<file path="config.mk">
export PLATFORM = sky130hd
export DESIGN_NAME = chess_board_rgb_flat
export DESIGN_NICKNAME = d
export VERILOG_FILES = /design/src/rtl/chess_board_rgb_if.sv /design/src/rtl/chess_board_rgb.sv /design/src/flat_wrapper.sv
export SDC_FILE = /design/constraint.sdc
export NUM_CORES = 1
export LEC_CHECK = 0
export CAP_MARGIN = 20
export CORE_UTILIZATION = 55
export CTS_CLUSTER_SIZE = 10
export DETAILED_ROUTE_END_ITERATION = 7
export PLACE_DENSITY = 0.77
export SYNTH_ARGS = -nofsm -noshare
export SYNTH_HDL_FRONTEND = slang
export SYNTH_SLANG_ARGS = --single-unit
</file>
<file path="constraint.sdc">
create_clock -name clk -period 4 [get_ports clk]
set_clock_uncertainty 0.05 [all_clocks]
set_input_delay 0.4 -clock clk [delete_from_list [all_inputs] [get_ports clk]]
set_output_delay 0.4 -clock clk [all_outputs]
set_load 0.05 [all_outputs]
</file>
<file path="src/rtl/chess_board_rgb_if.sv">
// chess_board_rgb_if: pixel timing and button inputs, RGB565 pixel output and cursor position.
interface chess_board_rgb_if;
  logic       DE;
  logic       Vsync;
  logic       Left;
  logic       Up;
  logic       Down;
  logic       Right;
  logic [4:0] R;
  logic [5:0] G;
  logic [4:0] B;
  logic       de_q;
  logic [2:0] cursor_x;
  logic [2:0] cursor_y;
  modport master (
    output DE, Vsync, Left, Up, Down, Right,
    input  R, G, B, de_q, cursor_x, cursor_y
  );
  modport slave (
    input  DE, Vsync, Left, Up, Down, Right,
    output R, G, B, de_q, cursor_x, cursor_y
  );
endinterface

</file>
<file path="src/rtl/chess_board_rgb.sv">
// chess_board_rgb: 8x8 chess board renderer with a button-driven cursor square outlined in red.
module chess_board_rgb #(
  parameter int SQ        = 32,
  parameter int BX0       = 112,
  parameter int BY0       = 8,
  parameter int DB_CYCLES = 262144
) (
  input  logic             clk,
  input  logic             rst,
  chess_board_rgb_if.slave io
);
  localparam int LS = $clog2(SQ);
  localparam int CW = $clog2(DB_CYCLES);
  typedef enum logic {STABLE, COUNTING} db_state_t;
  logic [9:0]    x;
  logic [8:0]    y;
  logic          de_d, vs_d;
  logic          vs_fall, de_fall;
  logic [9:0]    fx;
  logic [8:0]    fy;
  logic [2:0]    file, rank;
  logic [LS-1:0] ox, oy;
  logic          on_board, near_edge, is_cursor;
  logic [15:0]   col, rgb;
  logic [2:0]    cx, cy;
  logic [3:0]    raw, s1, s2, req, pend;
  assign vs_fall = vs_d & ~io.Vsync;
  assign de_fall = de_d & ~io.DE;
  always_ff @(posedge clk or posedge rst)
    if (rst) begin
      x    <= '0;
      y    <= '0;
      de_d <= 1'b0;
      vs_d <= 1'b0;
    end else begin
      x    <= io.DE ? x + 10'd1 : '0;
      y    <= vs_fall ? '0 : de_fall ? y + 9'd1 : y;
      de_d <= io.DE;
      vs_d <= io.Vsync;
    end
  // Square index and in-square offset come straight from the bits of the board-relative position.
  assign fx        = x - 10'(BX0);
  assign fy        = y - 9'(BY0);
  assign file      = 3'(fx >> LS);
  assign rank      = 3'(fy >> LS);
  assign ox        = LS'(fx);
  assign oy        = LS'(fy);
  assign on_board  = (x >= 10'(BX0)) && (x < 10'(BX0 + 8*SQ)) && (y >= 9'(BY0)) && (y < 9'(BY0 + 8*SQ));
  assign near_edge = (ox < LS'(2)) || (ox > LS'(SQ-3)) || (oy < LS'(2)) || (oy > LS'(SQ-3));
  assign is_cursor = (file == cx) && (rank == cy);
  assign col = !on_board              ? 16'h0000 :
               is_cursor && near_edge ? 16'hF800 :
               (file[0] == rank[0])   ? 16'hEF5B : 16'h8B26;
  always_ff @(posedge clk or posedge rst)
    if (rst) begin
      rgb     <= '0;
      io.de_q <= 1'b0;
    end else begin
      rgb     <= io.DE ? col : '0;
      io.de_q <= io.DE;
    end
  assign io.R = rgb[15:11];
  assign io.G = rgb[10:5];
  assign io.B = rgb[4:0];
  assign raw = {io.Right, io.Down, io.Up, io.Left};
  always_ff @(posedge clk or posedge rst)
    if (rst) begin
      s1 <= '0;
      s2 <= '0;
    end else begin
      s1 <= raw;
      s2 <= s1;
    end
  for (genvar i = 0; i < 4; i++) begin : g_db
    db_state_t st, st_n;
    logic [CW-1:0] cnt, cnt_n;
    logic lvl, lvl_n;
    always_ff @(posedge clk or posedge rst)
      if (rst) begin
        st  <= STABLE;
        cnt <= '0;
        lvl <= 1'b0;
      end else begin
        st  <= st_n;
        cnt <= cnt_n;
        lvl <= lvl_n;
      end
    // Entering COUNTING already accounts for the first differing cycle, so the level flips after exactly DB_CYCLES.
    always_comb begin
      st_n  = st;
      cnt_n = cnt;
      lvl_n = lvl;
      if (st == STABLE) begin
        if (s2[i] != lvl) begin
          st_n  = COUNTING;
          cnt_n = CW'(1);
        end
      end else if (s2[i] == lvl) begin
        st_n  = STABLE;
        cnt_n = '0;
      end else if (cnt == CW'(DB_CYCLES-1)) begin
        st_n  = STABLE;
        cnt_n = '0;
        lvl_n = s2[i];
      end else
        cnt_n = cnt + 1'b1;
    end
    assign req[i] = lvl_n & ~lvl;
  end
  function automatic logic [2:0] step(input logic [2:0] v, input logic dec, input logic inc);
    return (dec == inc) ? v : dec ? ((v == 3'd0) ? v : v - 3'd1) : ((v == 3'd7) ? v : v + 3'd1);
  endfunction
  // Moves are only applied at the frame boundary; a request landing on that edge waits a frame.
  always_ff @(posedge clk or posedge rst)
    if (rst) begin
      pend <= '0;
      cx   <= '0;
      cy   <= '0;
    end else if (vs_fall) begin
      pend <= req;
      cx   <= step(cx, pend[0], pend[3]);
      cy   <= step(cy, pend[1], pend[2]);
    end else
      pend <= pend | req;
  assign io.cursor_x = cx;
  assign io.cursor_y = cy;
endmodule

</file>
<file path="src/flat_wrapper.sv">
// flat-port wrapper written by rule: the top's interface ports become plain ports
module chess_board_rgb_flat 
#(
  parameter int SQ        = 32,
  parameter int BX0       = 112,
  parameter int BY0       = 8,
  parameter int DB_CYCLES = 262144
)
  (clk, rst, io_DE, io_Vsync, io_Left, io_Up, io_Down, io_Right, io_R, io_G, io_B, io_de_q, io_cursor_x, io_cursor_y);
  chess_board_rgb_if io_i ();
  input  logic clk;
  input  logic rst;
  input wire logic [$bits(io_i.DE)-1:0] io_DE;
  input wire logic [$bits(io_i.Vsync)-1:0] io_Vsync;
  input wire logic [$bits(io_i.Left)-1:0] io_Left;
  input wire logic [$bits(io_i.Up)-1:0] io_Up;
  input wire logic [$bits(io_i.Down)-1:0] io_Down;
  input wire logic [$bits(io_i.Right)-1:0] io_Right;
  output wire logic [$bits(io_i.R)-1:0] io_R;
  output wire logic [$bits(io_i.G)-1:0] io_G;
  output wire logic [$bits(io_i.B)-1:0] io_B;
  output wire logic [$bits(io_i.de_q)-1:0] io_de_q;
  output wire logic [$bits(io_i.cursor_x)-1:0] io_cursor_x;
  output wire logic [$bits(io_i.cursor_y)-1:0] io_cursor_y;
  assign io_i.DE = io_DE;
  assign io_i.Vsync = io_Vsync;
  assign io_i.Left = io_Left;
  assign io_i.Up = io_Up;
  assign io_i.Down = io_Down;
  assign io_i.Right = io_Right;
  assign io_R = io_i.R;
  assign io_G = io_i.G;
  assign io_B = io_i.B;
  assign io_de_q = io_i.de_q;
  assign io_cursor_x = io_i.cursor_x;
  assign io_cursor_y = io_i.cursor_y;
  chess_board_rgb #(.SQ(SQ), .BX0(BX0), .BY0(BY0), .DB_CYCLES(DB_CYCLES)) u_core (.clk(clk), .rst(rst), .io(io_i));
endmodule
</file>
==> metrics, run 1 <==
status complete, but fails checks; failing checks design-rule violations; fin. max-slew vios 0; Tightest Pin Transition 1070 ps; metal3 WL between 400 and 500 um; fraction of layout cells with a size suffix above 1 a little under a tenth; Slowest Stage Delay on Critical Path between 600 and 700 ps; total power between 3 and 4 mW; achievable frequency between 0.4 and 0.5 GHz; FP Rows 39; crit path DAT roughly 2600 ps; later-pin clock latency in the skew report ~420 ps; die height around 110 um; Post-synth EDFFs 0; Yosys reg bits approximately 130; post-CTS setup buffers 0; total gr overflow 0; Max rail drop VDD 0.000314 V; Synth async-reset ratio 100%; Hold-fix buffers, CTS 0; Detailed Place HPWL 8.84 mm; clock slew at reported path FFs 60 ps; Final Util 65.7%; DR WL/cell 15.5 um; met2 routed WL around 6.6 mm; Avg Cell Area, Syn between 9 and 10 um2; final hold violation count 0; most frequent cells in the layout 125 x dfrtp_1, 58 x nand2_1, 38 x nor2_1, 36 x o21ai_0, 36 x inv_1; Slew headroom about 28%; DRT antenna net count 0; RSZ-0062 raised after global routing no; via count of the routed design roughly 5,000; ant diodes 0; number of I/O port buffers 29; filler instances ~920; Layout Cells excl Fill roughly 860; Die Wd about 110 um; DP Worst Slack between 1500 and 2000 ps; Num CTS Buffers 17; largest net degree at the start of global routing 66; CTS resizes 0; vias in the first global route a little over 5,000; Final Worst Setup Slack between 1500 and 2000 ps; synth warn 0; Finished Cell Area 0.00762 mm2; most common cell after layout, fill and taps aside dfrtp_1; placed cells around 830; CTS tree built; Power Dens Cells about 460 mW/mm2; die area ~0.013 mm2; setup TNS 0 ps; initial antenna violation count 0; Distinct cells, synth between 70 and 80; area post-placement 0.00698 mm2; drt drc 5; Core ar. 0.0116 mm2; MaxCap Viol Count 0; crit path max fanout 13; LEAKAGE 3.25 nW; critical path's slowest cell nor3_2; Initial Util 57.6%; Setup crit start kind flop; top cells by area, synth dfrtp_1 47%, xnor2_1 3.4%, nand2_1 3.3%, o21ai_0 2.7%, a21oi_1 2.5%; worst min path class flop to flop; Final setup violation count 0; Area Growth Syn to Fin 14.1%; Cells after Synth 682; Crit Path Category flop to flop; CP required 4250 ps; Global Route Usage Sum between 20% and 30%; Sinks on Clock Net ~130; post-synth top area share a little under half; final weighted congestion in routability-driven placement 0.802; number of I/O pins 31; Final Hold Slack ~330 ps; CTS root buf clkbuf_16; H-tree depth 4; vias per cell about 6; wl on met1 ~5.9 mm; CP Cell Sequence ha_1, nand3_2, nor3_2, and3_1, mux2_2; Synth Flop Type dfrtp_1; minimum clock period about 2300 ps; fin crit share approximately 58%; Seq/Total Area, Yosys a little under half; drt total wl about 13 mm; DR iter-0 viols 377; nets@finish slightly above 700; iteration count of the initial detailed-routing pass 7; post-synthesis cell area 0.00668 mm2; max layer used met4; Clock Path Buffers 2; first-pass GRT wire length between 20 and 25 mm; Synth area leader dfrtp_1; Worst Setup End Kind flop; syn nets between 700 and 800
state kept, by name, summed over array words and instances (netlist names), 4 cells and up:
name,count
u_core.g_db.cnt,72
u_core.x,10
u_core.y,9
u_core.rgb,6
u_core.g_db.lvl,4
u_core.g_db.st,4
u_core.pend,4
u_core.s1,4
u_core.s2,4
layer usage:
layer  vias to the layer above  track usage (%)
li1                       2478                -
met1                      2504             28.8
met2                        88             38.7
met3                        19             6.05
met4                         0             8.09
met5                         -                0
Yosys cell counts (3+ instances only):
| library cell | count |
|---|---|
| xnor2_1 | 26 |
| o31ai_1 | 8 |
| a31oi_1 | 24 |
| a21o_1 | 12 |
| and3_1 | 15 |
| o21ai_1 | 14 |
| nand3_1 | 32 |
| buf_4 | 14 |
| nor3_2 | 3 |
| clkbuf_1 | 8 |
| and4_1 | 5 |
| xor2_1 | 14 |
| a31oi_4 | 3 |
| o21a_1 | 3 |
| dfrtp_1 | 125 |
| nor2b_1 | 4 |
| and2_1 | 11 |
| nand2_1 | 58 |
| nand4_1 | 19 |
| nand2b_1 | 8 |
| nor3_1 | 12 |
| mux2i_1 | 6 |
| a21oi_1 | 34 |
| nor2_1 | 38 |
| inv_1 | 37 |
| buf_6 | 4 |
| or3_1 | 15 |
| ha_1 | 13 |
| buf_2 | 3 |
| or2_2 | 6 |
| o21ai_0 | 36 |
| a22o_1 | 10 |
layout make-up:
type / count / area, um2 / share of cell area (%)
Clock buffer: 22 / 464 / 6.09
Timing Repair Buffer: 30 / 310 / 4.07
Clock inverter: 10 / 185 / 2.43
Sequential cell: 125 / 3130 / 41.0
Tap cell: 143 / 179 / 2.35
Multi-Input combinational cell: 489 / 3210 / 42.1
Inverter: 38 / 145 / 1.90
kinds of logic (layout without fill, tap and decap cells):
group	Yosys count	after routing	synth area share [%]
adders and majority gates	15	15	3.03
other	1	1	0.0561
AOI/OAI and AO/OA	170	170	16.8
muxes	10	10	1.63
DFF	125	125	46.8
and+or+nand+nor	252	252	21.1
xor gates and xnor gates	41	41	5.48
buffers and inverters	68	100	5.13
worst paths after layout:
path	start	to	slack, ps	cells after the start
min in group asynchronous	rst	u_core.g_db[3].cnt[3]	430	2
max reg2reg	u_core.g_db[0].cnt[0]	u_core.g_db[0].lvl	1690	5
min reg2reg	u_core.s1[0]	u_core.s2[0]	330	0
min	u_core.s1[0]	u_core.s2[0]	330	0
max	u_core.g_db[0].cnt[0]	u_core.g_db[0].lvl	1690	5
max in group asynchronous	rst	u_core.g_db[3].cnt[8]	2670	3
where the power goes:
part	internal, mW	leakage (nW)	total, mW	switching (mW)
Combinational	0.144	1.25	0.386	0.243
Clock	1.14	0.315	1.68	0.545
Sequential	1.33	1.68	1.42	0.0929
Total	2.61	3.25	3.49	0.881
critical path: cells and delay by family, from the launching register on:
kind                       cells  cell delay, ps
and+or+nand+nor                3            1140
adders and majority gates      1             230
DFF                            1             410
muxes                          1             350
Note: power is estimated with default switching activity, not from simulation.
==> inputs of run 2 (changes only) <==
==> constraint.sdc (replaced) <==
create_clock -name clk -period 2.1 [get_ports clk]
set_clock_uncertainty 0.05 [all_clocks]
set_input_delay 0.21 -clock clk [delete_from_list [all_inputs] [get_ports clk]]
set_output_delay 0.21 -clock clk [all_outputs]
set_load 0.05 [all_outputs]
==> metrics, run 2 (synthesis results as in run 1) <==
iteration count of the initial detailed-routing pass 8 (was 7); most flop-heavy register u_core.g_db.cnt (unchanged); Power Dens Cells 813 mW/mm2 (was 458 mW/mm2); setup slack, reg-to-reg 100 ps (was 1690 ps); H-tree depth 4 (unchanged); RR Startpoint u_core.y[4] (was u_core.g_db[0].cnt[0]); Core ar. 0.0116 mm2 (unchanged); Initial Util 57.6% (unchanged); fraction of layout cells with a size suffix above 1 12.9% (was 9.10%); final weighted congestion in routability-driven placement 0.839 (was 0.802); metal3 WL 570 um (was 451 um); Slowest Stage Delay on Critical Path 380 ps (was 660 ps); vias in the first global route 5,128 (was 5,126); wl on met1 6.02 mm (was 5.94 mm); met2 routed WL 6.63 mm (was 6.64 mm); Tightest Pin Transition 699 ps (was 1070 ps); later-pin clock latency in the skew report 420 ps (about the same); fin. max-slew vios 0 (unchanged); worst min path class primary input to async pin (was flop to flop); Slew headroom 53.2% (was 28.5%); Crit Path Category flop to flop (unchanged); setup TNS 0 ps (unchanged); R2R cell count 7 (was 5); Num CTS Buffers 17 (unchanged); FP Rows 39 (unchanged); final hold violation count 0 (unchanged); Detailed Place HPWL 9.04 mm (was 8.84 mm); DR iter-0 viols 357 (was 377); max layer used met4 (unchanged); DRT antenna net count 0 (unchanged); clock slew at reported path FFs 50 ps (was 60 ps); r2r endpoint u_core.rgb[5] (was u_core.g_db[0].lvl); total gr overflow 0 (unchanged); Area Growth Syn to Fin 16.1% (was 14.1%); status complete, but fails checks (unchanged); CTS tree built (unchanged); LEAKAGE 3.34 nW (was 3.25 nW); Max rail drop VDD 0.000467 V (was 0.000314 V); Top Registers u_core.g_db.cnt: 72 flops, u_core.x: 10 flops, u_core.y: 9 flops (unchanged); initial antenna violation count 0 (unchanged); via count of the routed design 5,186 (was 5,089); Hold-fix buffers, CTS 0 (unchanged); fin crit share 95.4% (was 57.6%); Setup crit start kind flop (unchanged); Global Route Usage Sum 23.0% (about the same); ant diodes 0 (unchanged); register area 0.00313 mm2 (unchanged); die height 112 um (unchanged); crit path max fanout 3 (was 13); max FFs per register 72 (unchanged); CP Cell Sequence inv_2, ha_2, or3b_1, a221o_1, o211ai_2, a2111oi_2, nor3b_1 (was ha_1, nand3_2, nor3_2, and3_1, mux2_2); crit path DAT 2280 ps (was 2550 ps); CP required 2370 ps (was 4250 ps); MaxCap Viol Count 0 (unchanged); largest net degree at the start of global routing 62 (was 66); filler instances 875 (was 923); Die Wd 112 um (unchanged); first-pass GRT wire length 23.2 mm (was 23.3 mm); CTS root buf clkbuf_16 (unchanged); area occupied by multi-input gates 0.00325 mm2 (was 0.00321 mm2); drt total wl 13.4 mm (was 13.3 mm); minimum clock period 2000 ps (was 2310 ps); DR WL/cell 15.3 um (was 15.5 um); failing checks design-rule violations (unchanged); most common cell after layout, fill and taps aside dfrtp_1 (unchanged); Sinks on Clock Net 125 (unchanged); Clock Path Buffers 2 (unchanged); drt drc 3 (was 5); Final setup violation count 0 (unchanged); critical path's slowest cell dfrtp_1 (was nor3_2); vias per cell 5.91 (was 5.94); Final Util 66.8% (was 65.7%); number of I/O pins 31 (unchanged); die area 0.0126 mm2 (unchanged); most frequent cells in the layout 125 x dfrtp_1, 57 x nand2_1, 37 x nor2_1, 36 x o21ai_0, 35 x inv_1 (was 125 x dfrtp_1, 58 x nand2_1, 38 x nor2_1, 36 x o21ai_0, 36 x inv_1); Worst Setup End Kind flop (unchanged); nets@finish 746 (was 724); number of I/O port buffers 29 (unchanged); achievable frequency 0.499 GHz (was 0.434 GHz)
[run 2: worst max path at each step]
| stage | startpoint | end | slack, ps | cells after the start |
|---|---|---|---|---|
| global placement | u_core.g_db[2].cnt[0] | u_core.g_db[2].cnt[12] | 150 | 6 |
| floorplan | u_core.y[3] | u_core.rgb[5] | 100 | 7 |
| detailed placement | u_core.g_db[2].cnt[0] | u_core.g_db[2].cnt[12] | 30 | 6 |
| global route | u_core.g_db[0].cnt[0] | u_core.g_db[0].cnt[14] | -3 | 8 |
| CTS | u_core.g_db[2].cnt[0] | u_core.g_db[2].cnt[12] | 20 | 6 |
| finish | u_core.y[4] | u_core.rgb[5] | 100 | 7 |
[run 2: cell type report]
| type | instances | share of cell area, % |
|---|---|---|
| clock buffer | 20 | 5.88 |
| sequential | 125 | 40.3 |
| inverter | 38 | 1.89 |
| multi-input combinational | 490 | 41.9 |
| timing repair buffer | 51 | 6.19 |
| clock inverter | 11 | 1.53 |
| tap | 143 | 2.31 |
[run 2: timing repair]
item | 4_1_cts | 5_1_grt
buffers inserted | 0 | 4
gates resized for setup | 0 | 8
setup endpoints to repair | 0 | 22
[run 2: critical path: cells and delay by family, from the launching register on]
family                     cells  cell delay, ps
buffers and inverters          1              80
AOI/OAI and AO/OA              3             590
and+or+nand+nor                2             540
DFF                            1             380
adders and majority gates      1             260
[run 2: where the power goes]
group	total, mW	switching (mW)	internal [mW]
Combinational	0.767	0.471	0.296
Sequential	2.70	0.173	2.53
Clock	2.84	1.05	1.79
Total	6.31	1.69	4.62
[run 2: metrics by stage]
stage / setup WS, ps / total power, mW / instances / hold slack [ps] / cell area (um2)
final: 96.2 / 6.31 / 878 / 110 / 7760
after global routing: -2.77 / 6.57 / 878 / 138 / 7760
after CTS: 18.2 / 6.35 / 873 / 110 / 7690
after detailed placement: 28.3 / 3.50 / 842 / 297 / 7120
after global placement: 150 / 3.46 / 842 / 296 / 7120
after floorplan: 105 / 3.25 / 682 / 191 / 6690
[run 2: layer usage]
layer	track usage, %	vias up
met5	0	-
met4	8.98	0
met3	6.43	20
met2	38.3	122
met1	28.5	2517
li1	-	2527
==> inputs of run 3 (changes only) <==
--- a/config.mk
+++ b/config.mk
@@ -7,6 +7,7 @@
 export LEC_CHECK = 0
 export CAP_MARGIN = 20
 export CORE_UTILIZATION = 55
+export CTS_CLUSTER_DIAMETER = 150
 export CTS_CLUSTER_SIZE = 10
 export DETAILED_ROUTE_END_ITERATION = 7
 export PLACE_DENSITY = 0.77
==> results of run 3 <==
The final DEF is identical to that of run 2; final timing and power are the same.
